==> src/rtl/rle_pkg.sv <==
// Shared RLE code format and frame constants, used by both the RGB RLE encoder and decoder.
package rle_pkg;
    localparam int RLE_CODE_W  = 16;
    localparam int RLE_LEN_MSB = 15;
    localparam int RLE_LEN_LSB = 8;
    localparam int RLE_VAL_MSB = 7;
    localparam int RLE_VAL_LSB = 0;
    localparam int PIX_W       = 8;
    localparam int ADDR_W      = 16;
    localparam int LEN_W       = RLE_LEN_MSB - RLE_LEN_LSB + 1;
    localparam int NUM_CH      = 3;
    localparam int PIX_CNT_DEF = 21845;

    typedef struct packed {
        logic [LEN_W-1:0] len;
        logic [PIX_W-1:0] val;
    } rle_code_t;
endpackage

==> src/rtl/rle_dec_chan.sv <==
// One colour channel of the RLE decoder: holds the current run and hands out its value.
module rle_dec_chan
    import rle_pkg::*;
(
    input  logic                  clk,
    input  logic                  rst,
    input  logic [RLE_CODE_W-1:0] code,
    input  logic                  vld,
    input  logic                  done,
    input  logic                  dec,
    output logic                  rdy,
    output logic                  nonempty,
    output logic [PIX_W-1:0]      val
);
    rle_code_t        code_s;
    logic [LEN_W-1:0] rem_q, rem_d;
    logic [PIX_W-1:0] val_q, val_d;

    assign code_s   = rle_code_t'(code);
    assign rdy      = !done && (rem_q == '0);
    assign nonempty = (rem_q != '0);
    assign val      = val_q;

    // Accept and decrement are exclusive: accept needs rem==0, decrement needs rem>0.
    always_comb begin
        rem_d = rem_q;
        val_d = val_q;
        if (vld && rdy) begin
            rem_d = code_s.len;
            val_d = code_s.val;
        end else if (dec) begin
            rem_d = rem_q - 1'b1;
        end
    end

    always_ff @(posedge clk or posedge rst) begin
        if (rst) begin
            rem_q <= '0;
            val_q <= '0;
        end else begin
            rem_q <= rem_d;
            val_q <= val_d;
        end
    end
endmodule

==> src/rtl/rle_dec.sv <==
// RGB RLE decoder: expands three per-channel run streams into a paced pixel stream with strobe E.
module rle_dec
    import rle_pkg::*;
#(
    parameter int HOLD_CLK = 1,
    parameter int PIX_CNT  = PIX_CNT_DEF
) (
    input  logic                  clk,
    input  logic                  rst,
    input  logic [RLE_CODE_W-1:0] R_code,
    input  logic [RLE_CODE_W-1:0] G_code,
    input  logic [RLE_CODE_W-1:0] B_code,
    input  logic                  R_vld,
    input  logic                  G_vld,
    input  logic                  B_vld,
    output logic                  R_rdy,
    output logic                  G_rdy,
    output logic                  B_rdy,
    output logic                  E,
    output logic [PIX_W-1:0]      R,
    output logic [PIX_W-1:0]      G,
    output logic [PIX_W-1:0]      B,
    output logic                  done
);
    localparam int                HOLD_W   = $clog2(HOLD_CLK) + 1;
    localparam logic [HOLD_W-1:0] HOLD_RLD = HOLD_W'(HOLD_CLK - 1);
    localparam logic [ADDR_W-1:0] PIX_LAST = ADDR_W'(PIX_CNT - 1);

    logic [NUM_CH-1:0][RLE_CODE_W-1:0] code;
    logic [NUM_CH-1:0]                 vld, rdy, nonempty;
    logic [NUM_CH-1:0][PIX_W-1:0]      val;
    logic                              emit;

    logic [HOLD_W-1:0]            hold_q, hold_d;
    logic [ADDR_W-1:0]            pix_q, pix_d;
    logic                         done_q, done_d;
    logic                         e_q, e_d;
    logic [NUM_CH-1:0][PIX_W-1:0] rgb_q, rgb_d;

    // Lane 0 = R, 1 = G, 2 = B.
    assign code = {B_code, G_code, R_code};
    assign vld  = {B_vld, G_vld, R_vld};

    generate
        for (genvar i = 0; i < NUM_CH; i++) begin : g_chan
            rle_dec_chan u_chan (
                .clk      (clk),
                .rst      (rst),
                .code     (code[i]),
                .vld      (vld[i]),
                .done     (done_q),
                .dec      (emit),
                .rdy      (rdy[i]),
                .nonempty (nonempty[i]),
                .val      (val[i])
            );
        end
    endgenerate

    assign emit = (&nonempty) && (hold_q == '0) && !done_q;

    always_comb begin
        hold_d = hold_q;
        pix_d  = pix_q;
        done_d = done_q;
        e_d    = 1'b0;
        rgb_d  = rgb_q;
        if (emit) begin
            e_d    = 1'b1;
            rgb_d  = val;
            pix_d  = pix_q + 1'b1;
            hold_d = HOLD_RLD;
            // done rises together with the final strobe and then blocks all counting.
            if (pix_q == PIX_LAST) done_d = 1'b1;
        end else if (hold_q != '0) begin
            hold_d = hold_q - 1'b1;
        end
    end

    always_ff @(posedge clk or posedge rst) begin
        if (rst) begin
            hold_q <= '0;
            pix_q  <= '0;
            done_q <= 1'b0;
            e_q    <= 1'b0;
            rgb_q  <= '0;
        end else begin
            hold_q <= hold_d;
            pix_q  <= pix_d;
            done_q <= done_d;
            e_q    <= e_d;
            rgb_q  <= rgb_d;
        end
    end

    assign R_rdy = rdy[0];
    assign G_rdy = rdy[1];
    assign B_rdy = rdy[2];
    assign E     = e_q;
    assign R     = rgb_q[0];
    assign G     = rgb_q[1];
    assign B     = rgb_q[2];
    assign done  = done_q;
endmodule
==> config.mk <==
export PLATFORM = sky130hd
export DESIGN_NAME = rle_dec
export DESIGN_NICKNAME = d
export VERILOG_FILES = /design/src/rtl/rle_pkg.sv /design/src/rtl/rle_dec_chan.sv /design/src/rtl/rle_dec.sv
export SDC_FILE = /design/constraint.sdc
export NUM_CORES = 1
export LEC_CHECK = 0
export BUFFER_PORTS_ARGS = -buffer_cell sky130_fd_sc_hd__buf_4
export CORE_ASPECT_RATIO = 0.75
export CORE_MARGIN = 8
export CORE_UTILIZATION = 40
export CTS_CLUSTER_DIAMETER = 30
export DETAILED_ROUTE_END_ITERATION = 8
export PLACE_DENSITY = 0.58
export SYNTH_ARGS = -nofsm -noshare
export SYNTH_HDL_FRONTEND = slang
export SYNTH_SLANG_ARGS = --single-unit
==> constraint.sdc <==
create_clock -name clk -period 6.04 [get_ports clk]
set_input_delay 0.604 -clock clk [delete_from_list [all_inputs] [get_ports clk]]
set_output_delay 0.604 -clock clk [all_outputs]
set_load 0.05 [all_outputs]
==> flow_summary.ini, run 1 <==
[status]
status = finished clean

[synth]
syn_area_sq_um = 4080
ys_types = 50
avgSynthCellArea_sq_um = 9.58
async_reset_ff_frac = 1.00
synth_seq_area_share = 0.552
ys.warnings.count = 0
syn_inst = 426
synth_top_cell_by_area = dfrtp_1
yosys.area.top_type_share = 0.552
ys.flop_type = dfrtp_1
synth_edf_count = 0
synthTopCellsByArea = dfrtp_1 55%, nand2_1 15%, nor3_1 2.5%
synth_fp_nets = 484
yosysMostFrequentCell = nand2_1
synth-seq-cells = 90
yosys-top-cells-count = 161 x nand2_1, 90 x dfrtp_1, 20 x nor3_1

[worst_setup_path]
rr_worst_depth = 8
endpoint_kind = flip-flop
path_max_fanout = 56
path_cells = inv_1 -> ha_1 -> or4b_4 -> nor4_2 -> or4_4 -> inv_2 -> and4b_1 -> a221o_1
worstPathArrival_ps = 3570
slowest_stage = or4_4
critPathLaunchType = flip-flop
cp_top_family = simple AND/OR/NAND/NOR gates
worstSetupPathType = flip-flop to flip-flop
cp.required_ps = 6260
critPathMaxStageDelay_ps = 600
path_depth = 8
critPathBufInv = 2

[timing]
clock.fmax_ghz = 0.299
rsz0062_at_grt = false
fin_crit_ps = 3350
worstMarginPinSlew_ps = 934
setup_tns_ps = 0
slew_viol_final = 0
setup_violations = 0
hold_viol_final = 0
relSlewSlack = 0.377
finalCritPeriodShare = 0.554
finClkSkew_ps = 6.53

[route]
wl_per_cell_um = 15.0
drcViolationCount = 0
vias = 3222
vias_per_cell = 5.03
drt_first_pass_iters = 4
drt-total-wl_mm = 9.63
drt_iter0_drc = 207
ant_nets = 0

[die]
die_area_sq_um = 13700
pin_count = 82
rows = 32
floorplan.die.height_um = 103
core_sq_um = 10100
initial_core_util = 0.405
die_w_um = 133

[worst_hold_path]
hold_path.class = input pin to async pin

[finish]
areaGrowthSynthToFinish_pct = 23.8
utilization = 0.501
antennaDiodeCount = 0
nNetsFinal = 558
drive_gt1_frac = 0.216

[grt]
grt_pass1_wl_mm = 16.2
track_usage = 0.149
grt_pass1_vias = 3289
overflow = 0
grt_max_degree = 75
antenna_found_initial = 0

[placement]
io_buffers = 81
gp_congestion = 0.785
dp_hpwl_mm = 6.51

[clock_tree]
cts_buffer_depth = 2
htreeDepth = 3
clk_pin_slew_ps = 60
postCtsHoldBufs = 0
cts_setup_buffers = 0
ctsRootBufferMaster = clkbuf_16
cts.sink_count = 90
ctsResizeCount = 0
clk_latency_ps = 340
cts_tree = done
cts_buffers = 9

[pwr]
power.density_nw_per_um2 = 240
total_power_mw = 1.21
p_leak_nw = 2.56
vdd_ir_drop_max_uv = 144

[run]
cap_violations = 0
-- stage by stage --
step / hold WS (ps) / cell area (sq um) / instances / worst slack (ps)
after floorplan: 439 / 4080 / 426 / 2490
after global placement: 446 / 4750 / 625 / 2710
after detailed placement: 452 / 4750 / 625 / 2620
after CTS: 197 / 5050 / 641 / 2620
after global routing: 209 / 5050 / 641 / 2410
final: 200 / 5050 / 641 / 2690
-- worst reg2reg max path: cells and delay by family (launching register included) --
family / cells / cell delay, ps
AND/OR/NAND/NOR: 4 / 1800
buffers and inverters: 2 / 600
flip-flops: 1 / 400
AO/OA/AOI/OAI: 1 / 250
adder cells (fa/ha/maj): 1 / 190
-- cell type report --
cell class / count / area, sq um
fill: 964 / 5040
inverter: 12 / 46.3
clock buffer: 12 / 256
sequential: 90 / 2250
tap: 136 / 170
multi-input combinational: 305 / 1660
timing repair buffer: 82 / 616
clock inverter: 4 / 50.0
-- placed cells by master, fill, tap and decap left out, types with 3 or more instances in the layout --
cell type,count
nor2b_1,3
ha_1,5
nor3_1,20
and3_1,4
o21ai_0,3
inv_1,10
nor4_1,6
nand2_1,161
a21oi_1,4
o211ai_1,3
xor2_1,4
nor2_1,5
or3_1,5
nand3_1,9
and2_1,3
clkbuf_16,9
mux2i_1,5
a221oi_1,3
nand4_1,7
buf_4,82
o32ai_1,5
nor3b_1,7
xnor2_1,11
dfrtp_1,90
a31oi_1,5
a221o_1,3
-- per-layer routing --
layer	vias to the layer above	track usage	routed length, um	share of wire
met5	-	0	0	0
met4	0	0.0478	115	0.012
met3	10	0.0473	553	0.057
met2	84	0.230	4290	0.45
met1	1548	0.197	4670	0.48
li1	1580	-	-	-
-- cells by family (layout without fill, tap and decap cells) --
group / after synthesis / count (layout) / synth area share
multiplexers: 5 / 5 / 0.0123
flip-flops: 90 / 90 / 0.552
AO/OA/AOI/OAI: 32 / 32 / 0.0592
AND/OR/NAND/NOR: 248 / 248 / 0.288
buffers and inverters: 31 / 110 / 0.0411
XOR/XNOR: 15 / 15 / 0.0322
adder cells (fa/ha/maj): 5 / 5 / 0.0153
-- path summary, 6_finish.rpt --
path | startpoint | endpoint | slack [ps]
max reg2reg | g_chan[2].u_chan.rem_q[0]$_DFFE_PP0P_ | g_chan[2].u_chan.rem_q[6]$_DFFE_PP0P_ | 2690
min reg2reg | g_chan[0].u_chan.val[5]$_DFFE_PP0P_ | R[5]$_DFFE_PP0P_ | 470
min in group clk | B_code[3] | g_chan[2].u_chan.val[3]$_DFFE_PP0P_ | 450
max in group asynchronous | rst | g_chan[0].u_chan.rem_q[6]$_DFFE_PP0P_ | 4640
min | rst | g_chan[2].u_chan.val[3]$_DFFE_PP0P_ | 200
max | g_chan[2].u_chan.rem_q[0]$_DFFE_PP0P_ | g_chan[2].u_chan.rem_q[6]$_DFFE_PP0P_ | 2690
-- registers in the layout, indices dropped and copies added, names as in the netlist --
register and cells:
G 8, g_chan.u_chan.val 24, E 1, g_chan.u_chan.rem_q 24, R 8, B 8
pix_q 16, done 1
-- report_power, final --
group          total, mW  switching (mW)  internal, mW  leakage [nW]
sequential         0.603               0         0.603          1.20
combinational     0.0403          0.0183        0.0221          1.21
clock              0.568           0.225         0.342         0.145
total               1.21           0.244         0.967          2.56
Power figures use the tool's default switching activity.
==> run 2: changes to the inputs <==
--- a/config.mk
+++ b/config.mk
@@ -5,13 +5,14 @@
 export SDC_FILE = /design/constraint.sdc
 export NUM_CORES = 1
 export LEC_CHECK = 0
+export ABC_AREA = 1
 export BUFFER_PORTS_ARGS = -buffer_cell sky130_fd_sc_hd__buf_4
 export CORE_ASPECT_RATIO = 0.75
 export CORE_MARGIN = 8
 export CORE_UTILIZATION = 40
 export CTS_CLUSTER_DIAMETER = 30
 export DETAILED_ROUTE_END_ITERATION = 8
-export PLACE_DENSITY = 0.58
+export PLACE_DENSITY = 0.6
 export SYNTH_ARGS = -nofsm -noshare
 export SYNTH_HDL_FRONTEND = slang
 export SYNTH_SLANG_ARGS = --single-unit
==> constraint.sdc (replaced) <==
create_clock -name clk -period 2.8 [get_ports clk]
set_input_delay 0.28 -clock clk [delete_from_list [all_inputs] [get_ports clk]]
set_output_delay 0.28 -clock clk [all_outputs]
set_load 0.05 [all_outputs]
==> run 2 against run 1 <==
  * Clock-buffer cell count is 2 lower
  * Via count is 27% higher
  * Largest power group is now the clock network
  * Largest cell class unchanged
  * First-iteration DRC count is 64% higher
  * Wire length is 22% higher
  * Cell count is 31% higher
  * Sequential share of layout area is 5.3 points lower
  * Synthesized area is 14% higher
  * Register-to-register slack worse by 2100 ps
  * Cell area is 14% higher
==> flow_summary.ini, run 2 <==
[timing]
finalCritPeriodShare = 0.792
finClkSkew_ps = 8.83
setup_violations = 0
hold_viol_final = 0
rsz0062_at_grt = false
fin_hold_ws_ps = 28.7
layout_setup_ws_ps = 583
clock.fmax_ghz = 0.451
relSlewSlack = 0.533
slew_viol_final = 0
setup_tns_ps = 0
worstMarginPinSlew_ps = 699
fin_crit_ps = 2220

[synth]
async_reset_ff_frac = 1.00
ys.flop_type = dfrtp_1
yosys-top-cells-count = 229 x nand2_1, 90 x dfrtp_1, 62 x nand3_1
synth_top_cell_by_area = dfrtp_1
avgSynthCellArea_sq_um = 7.63
syn_area_sq_um = 4670
synthTopCellsByArea = dfrtp_1 48%, nand2_1 18%, nand3_1 6.6%
synth-seq-cells = 90
synth_seq_area_share = 0.483
synth_fp_nets = 670
ys.warnings.count = 0
ys_types = 26
syn_inst = 612
yosys.area.top_type_share = 0.483
yosysMostFrequentCell = nand2_1
synth_edf_count = 0

[grt]
grtUsageMet3 = 0.0460
grtUsageMet2 = 0.244
use_met1 = 0.214
grt_pass1_vias = 3970
grt_pass1_wl_mm = 19.7
track_usage = 0.159
busiest_layer = met2
grt_max_degree = 54
antenna_found_initial = 0
overflow = 0

[die]
die_area_sq_um = 15400
pin_count = 82
rows = 34
floorplan.die.height_um = 110
core_sq_um = 11500
die_w_um = 141
initial_core_util = 0.406

[clock_tree]
ctsResizeCount = 0
ctsRootBufferMaster = clkbuf_16
clk_pin_slew_ps = 60
cts_buffer_depth = 2
cts.sink_count = 90
cts_buffers = 9
cts_setup_buffers = 0
postCtsHoldBufs = 0
htreeDepth = 3
clk_latency_ps = 350
cts_tree = done

[worst_setup_path]
endpoint_kind = primary output
cp.required_ps = 2520
slowest_stage = nor3_1
worstPathArrival_ps = 1940
worstSetupPathType = flip-flop to primary output
cp_top_family = simple AND/OR/NAND/NOR gates
path_max_fanout = 4
path_cells = inv_1 -> ha_1 -> nand2_2 -> nor3_1 -> buf_4
critPathBufInv = 2
critPathLaunchType = flip-flop
critPathMaxStageDelay_ps = 470

[route]
drt_iter0_drc = 340
drt-total-wl_mm = 11.7
drt_first_pass_iters = 4
ant_nets = 0
vias_per_cell = 4.90
vias = 4105
wl_per_cell_um = 14.0
drcViolationCount = 0

[status]
status = finished clean

[pwr]
vdd_ir_drop_max_uv = 309
p_leak_nw = 2.98
power.density_nw_per_um2 = 472

[placement]
gp_congestion = 0.907
dp_hpwl_mm = 8.43
io_buffers = 81
pre_cts_ws_ps = 628
dpl.cell_count = 821

[run]
cap_violations = 0

[finish]
layout_common_cells = 229 x nand2_1, 90 x dfrtp_1, 88 x buf_4
areaGrowthSynthToFinish_pct = 23.0
final_common_cell = nand2_1
fin_cells = 837
antennaDiodeCount = 0
drive_gt1_frac = 0.179
n_fill_cell = 1111
nNetsFinal = 746

[worst_hold_path]
hold_path.class = input pin to async pin
run 2: changes by cell type in the layout (fill, tap and decap cells not counted), sizes merged, moves of 14 or more:
| cell | previous run | this run |
|---|---|---|
| nand2 | 161 | 236 |
| inv | 11 | 56 |
| nor3 | 21 | 7 |
| nand4 | 7 | 24 |
| nand3 | 9 | 62 |
| nor2 | 5 | 47 |
| o21ai | 3 | 32 |
run 2: metal layers:
| layer | up-vias | part of all wire |
|---|---|---|
| met2 | 85 | 0.43 |
| met5 | - | 0 |
| li1 | 2092 | - |
| met1 | 1917 | 0.49 |
| met3 | 11 | 0.062 |
| met4 | 0 | 0.012 |
run 2: kinds of logic (layout without fill, tap and decap cells):
logic type | after synthesis | in the layout | synth area share
simple gates | 378 | 378 | 0.356
flops | 90 | 90 | 0.483
compound gates | 41 | 41 | 0.0440
buf+inv | 81 | 162 | 0.0724
xor+xnor | 17 | 17 | 0.0319
fa+ha+maj | 5 | 5 | 0.0134
run 2: area by class of cell:
type	instances	area (sq um)	share of cell area
Inverter	56	211	0.0368
Tap cell	144	180	0.0314
Clock buffer	10	229	0.0399
Sequential cell	90	2250	0.392
Timing Repair Buffer	90	701	0.122
Clock inverter	6	90.1	0.0157
Multi-Input combinational cell	441	2080	0.362
run 2: power by group:
group / internal, mW / switching (mW) / leakage, nW
combinational: 0.0494 / 0.0475 / 1.73
sequential: 1.30 / 0 / 1.10
clock: 0.786 / 0.524 / 0.153
run 2: through the flow:
| stage | util | power [mW] | cell area, sq um |
|---|---|---|---|
| after floorplan | - | 1.35 | 4670 |
| after global placement | 0.472 | 1.42 | 5420 |
| after detailed placement | 0.472 | 1.42 | 5420 |
| after CTS | 0.500 | 2.73 | 5740 |
| after global routing | 0.500 | 2.79 | 5740 |
| final | 0.500 | 2.71 | 5740 |
run 2: final timing paths:
path,from,to,slack (ps),cells after the start
min in group clk,R_code[2],g_chan[0].u_chan.val[2]$_DFFE_PP0P_,170,3
worst min-delay path,rst,R[4]$_DFFE_PP0P_,30,2
worst max-delay path,g_chan[2].u_chan.rem_q[0]$_DFFE_PP0P_,B_rdy,580,5
max in group asynchronous,rst,g_chan[0].u_chan.rem_q[0]$_DFFE_PP0P_,2050,3
worst max register to register,g_chan[0].u_chan.rem_q[0]$_DFFE_PP0P_,g_chan[2].u_chan.rem_q[2]$_DFFE_PP0P_,620,10
worst min register to register,g_chan[1].u_chan.val[5]$_DFFE_PP0P_,G[5]$_DFFE_PP0P_,470,2
run 2: worst register-to-register path: cells and delay by family (launching register included):
| kind | cells | cell delay (ps) |
|---|---|---|
| flops | 1 | 380 |
| fa+ha+maj | 1 | 290 |
| buf+inv | 2 | 480 |
| simple gates | 7 | 940 |
==> run 3: changes to the inputs <==
--- a/config.mk
+++ b/config.mk
@@ -12,7 +12,7 @@
 export CORE_UTILIZATION = 40
 export CTS_CLUSTER_DIAMETER = 30
 export DETAILED_ROUTE_END_ITERATION = 8
-export PLACE_DENSITY = 0.6
+export PLACE_DENSITY = 0.57
 export SYNTH_ARGS = -nofsm -noshare
 export SYNTH_HDL_FRONTEND = slang
 export SYNTH_SLANG_ARGS = --single-unit
==> constraint.sdc (replaced) <==
create_clock -name clk -period 2.2 [get_ports clk]
set_input_delay 0.22 -clock clk [delete_from_list [all_inputs] [get_ports clk]]
set_output_delay 0.22 -clock clk [all_outputs]
set_load 0.05 [all_outputs]
==> run 3 against run 2 <==
  * Clock skew decreased by 3.9 ps
  * Clock-buffer cell count down 1
  * Die area unchanged
  * Global-route usage increased by 0.15 points
  * Register-to-register slack worse by 420 ps
  * Critical endpoint is now R_rdy
  * Highest routed layer unchanged
==> flow_summary.ini, run 3 (synthesis gave the netlist of run 2 again) <==
[worst_setup_path]
path_max_fanout = 5
r2r_start = g_chan[0].u_chan.rem_q[0]$_DFFE_PP0P_
critPathMaxStageDelay_ps = 380
endpoint_kind = primary output
critPathLaunchType = flip-flop
critPathBufInv = 2
worstSetupPathType = flip-flop to primary output
cp.required_ps = 1980
path_cells = inv_1 -> ha_1 -> nand2_4 -> nor3_2 -> buf_4
cp_top_family = buffers and inverters
crit_path_start = g_chan[0].u_chan.rem_q[0]$_DFFE_PP0P_
worstPathArrival_ps = 1780
slowest_stage = dfrtp_1

[timing]
hold_viol_final = 0
setup_violations = 0
setup_tns_ps = 0
finalCritPeriodShare = 0.911
slew_viol_final = 0
clock.fmax_ghz = 0.499
rsz0062_at_grt = false
worstMarginPinSlew_ps = 502
fin_crit_ps = 2000
finClkSkew_ps = 4.97
relSlewSlack = 0.665

[worst_hold_path]
hold_path.class = input pin to async pin

[clock_tree]
cts_buffer_depth = 2
ctsResizeCount = 0
cts.sink_count = 90
clk_pin_slew_ps = 70
ctsRootBufferMaster = clkbuf_16
cts_setup_buffers = 0
postCtsHoldBufs = 0
cts_buffers = 9
clk_latency_ps = 340
cts_tree = done
htreeDepth = 3

[grt]
track_usage = 0.160
grt_max_degree = 91
overflow = 0
antenna_found_initial = 0
grt_pass1_wl_mm = 19.9
grt_pass1_vias = 4017

[status]
status = finished clean

[run]
cap_violations = 0

[route]
ant_nets = 0
drt_iter0_drc = 216
wl_per_cell_um = 13.8
drt-total-wl_mm = 11.7
vias_per_cell = 4.85
drcViolationCount = 0
vias = 4086
drt_first_pass_iters = 5

[pwr]
vdd_ir_drop_max_uv = 397
power.density_nw_per_um2 = 574
p_leak_nw = 2.99

[die]
floorplan.die.height_um = 110
pin_count = 82
initial_core_util = 0.406
die_area_sq_um = 15400
die_w_um = 141
core_sq_um = 11500
rows = 34

[finish]
n_fill_cell = 1146
nNetsFinal = 751
utilization = 0.502
final_common_cell = nand2_1
drive_gt1_frac = 0.189
layout_common_cells = 229 x nand2_1, 93 x buf_4, 90 x dfrtp_1
fin_cells = 842
areaGrowthSynthToFinish_pct = 23.6
final_area_sq_um = 5770
antennaDiodeCount = 0

[placement]
dpl.cell_count = 826
dp_hpwl_mm = 8.40
gp_congestion = 0.858
io_buffers = 81
placed_area_sq_um = 5470
-- run 3: changes by cell type in the layout (fill, tap and decap cells not counted) --
cell        delta
nor3_1         -1
clkinvlp_4     +1
nor3b_2        +1
clkinv_4       +1
inv_6          -1
bufinv_16      -1
nor3_2         +1
nor3b_1        -1
clkinv_2       +1
buf_4          +5
clkbuf_1       -1
-- run 3: power breakdown --
part	internal, mW	switching (mW)	leakage (nW)
sequential	1.65	0	1.10
combinational	0.0631	0.0586	1.75
clock	0.878	0.656	0.145
total	2.60	0.715	2.99
-- run 3: layer usage --
metal | vias to the layer above | part of all wire | GRT usage
li1 | 2098 | - | -
met1 | 1883 | 0.51 | 0.219
met2 | 97 | 0.42 | 0.245
met3 | 8 | 0.055 | 0.0438
met4 | 0 | 0.010 | 0.0459
met5 | - | 0 | 0
-- run 3: worst min-delay path, cell delays in order --
cell and delay, ps:
buf_4 120, clkinvlp_4 70, buf_12 380
-- run 3: area by class of cell --
cell class,instances,area [sq um],share of cell area
Clock buffer,9,225,0.0391
Clock inverter,7,70.1,0.0122
Inverter,56,214,0.0371
Multi-Input combinational cell,441,2090,0.362
Sequential cell,90,2250,0.391
Tap cell,144,180,0.0312
Timing Repair Buffer,95,738,0.128
-- run 3: path summary, 6_finish.rpt --
check,endpoint,cells past startpoint,slack [ps]
max,R_rdy,5,200
min,pix_q[4]$_DFFE_PP0P_,3,20
max reg2reg,g_chan[2].u_chan.rem_q[7]$_DFFE_PP0P_,10,200
min reg2reg,R[0]$_DFFE_PP0P_,2,470
max in group asynchronous,g_chan[0].u_chan.rem_q[2]$_DFFE_PP0P_,3,1820
min in group clk,g_chan[0].u_chan.val[5]$_DFFE_PP0P_,3,110
-- run 3: per-stage QoR --
| step | worst slack (ps) | power [mW] | hold WS [ps] |
|---|---|---|---|
| finish | 196 | 3.31 | 18.9 |
| global route | 54.5 | 3.42 | 68.3 |
| CTS | 193 | 3.36 | 40.4 |
| detailed placement | 219 | 1.81 | 405 |
| global placement | 295 | 1.81 | 398 |
| floorplan | 134 | 1.72 | 361 |
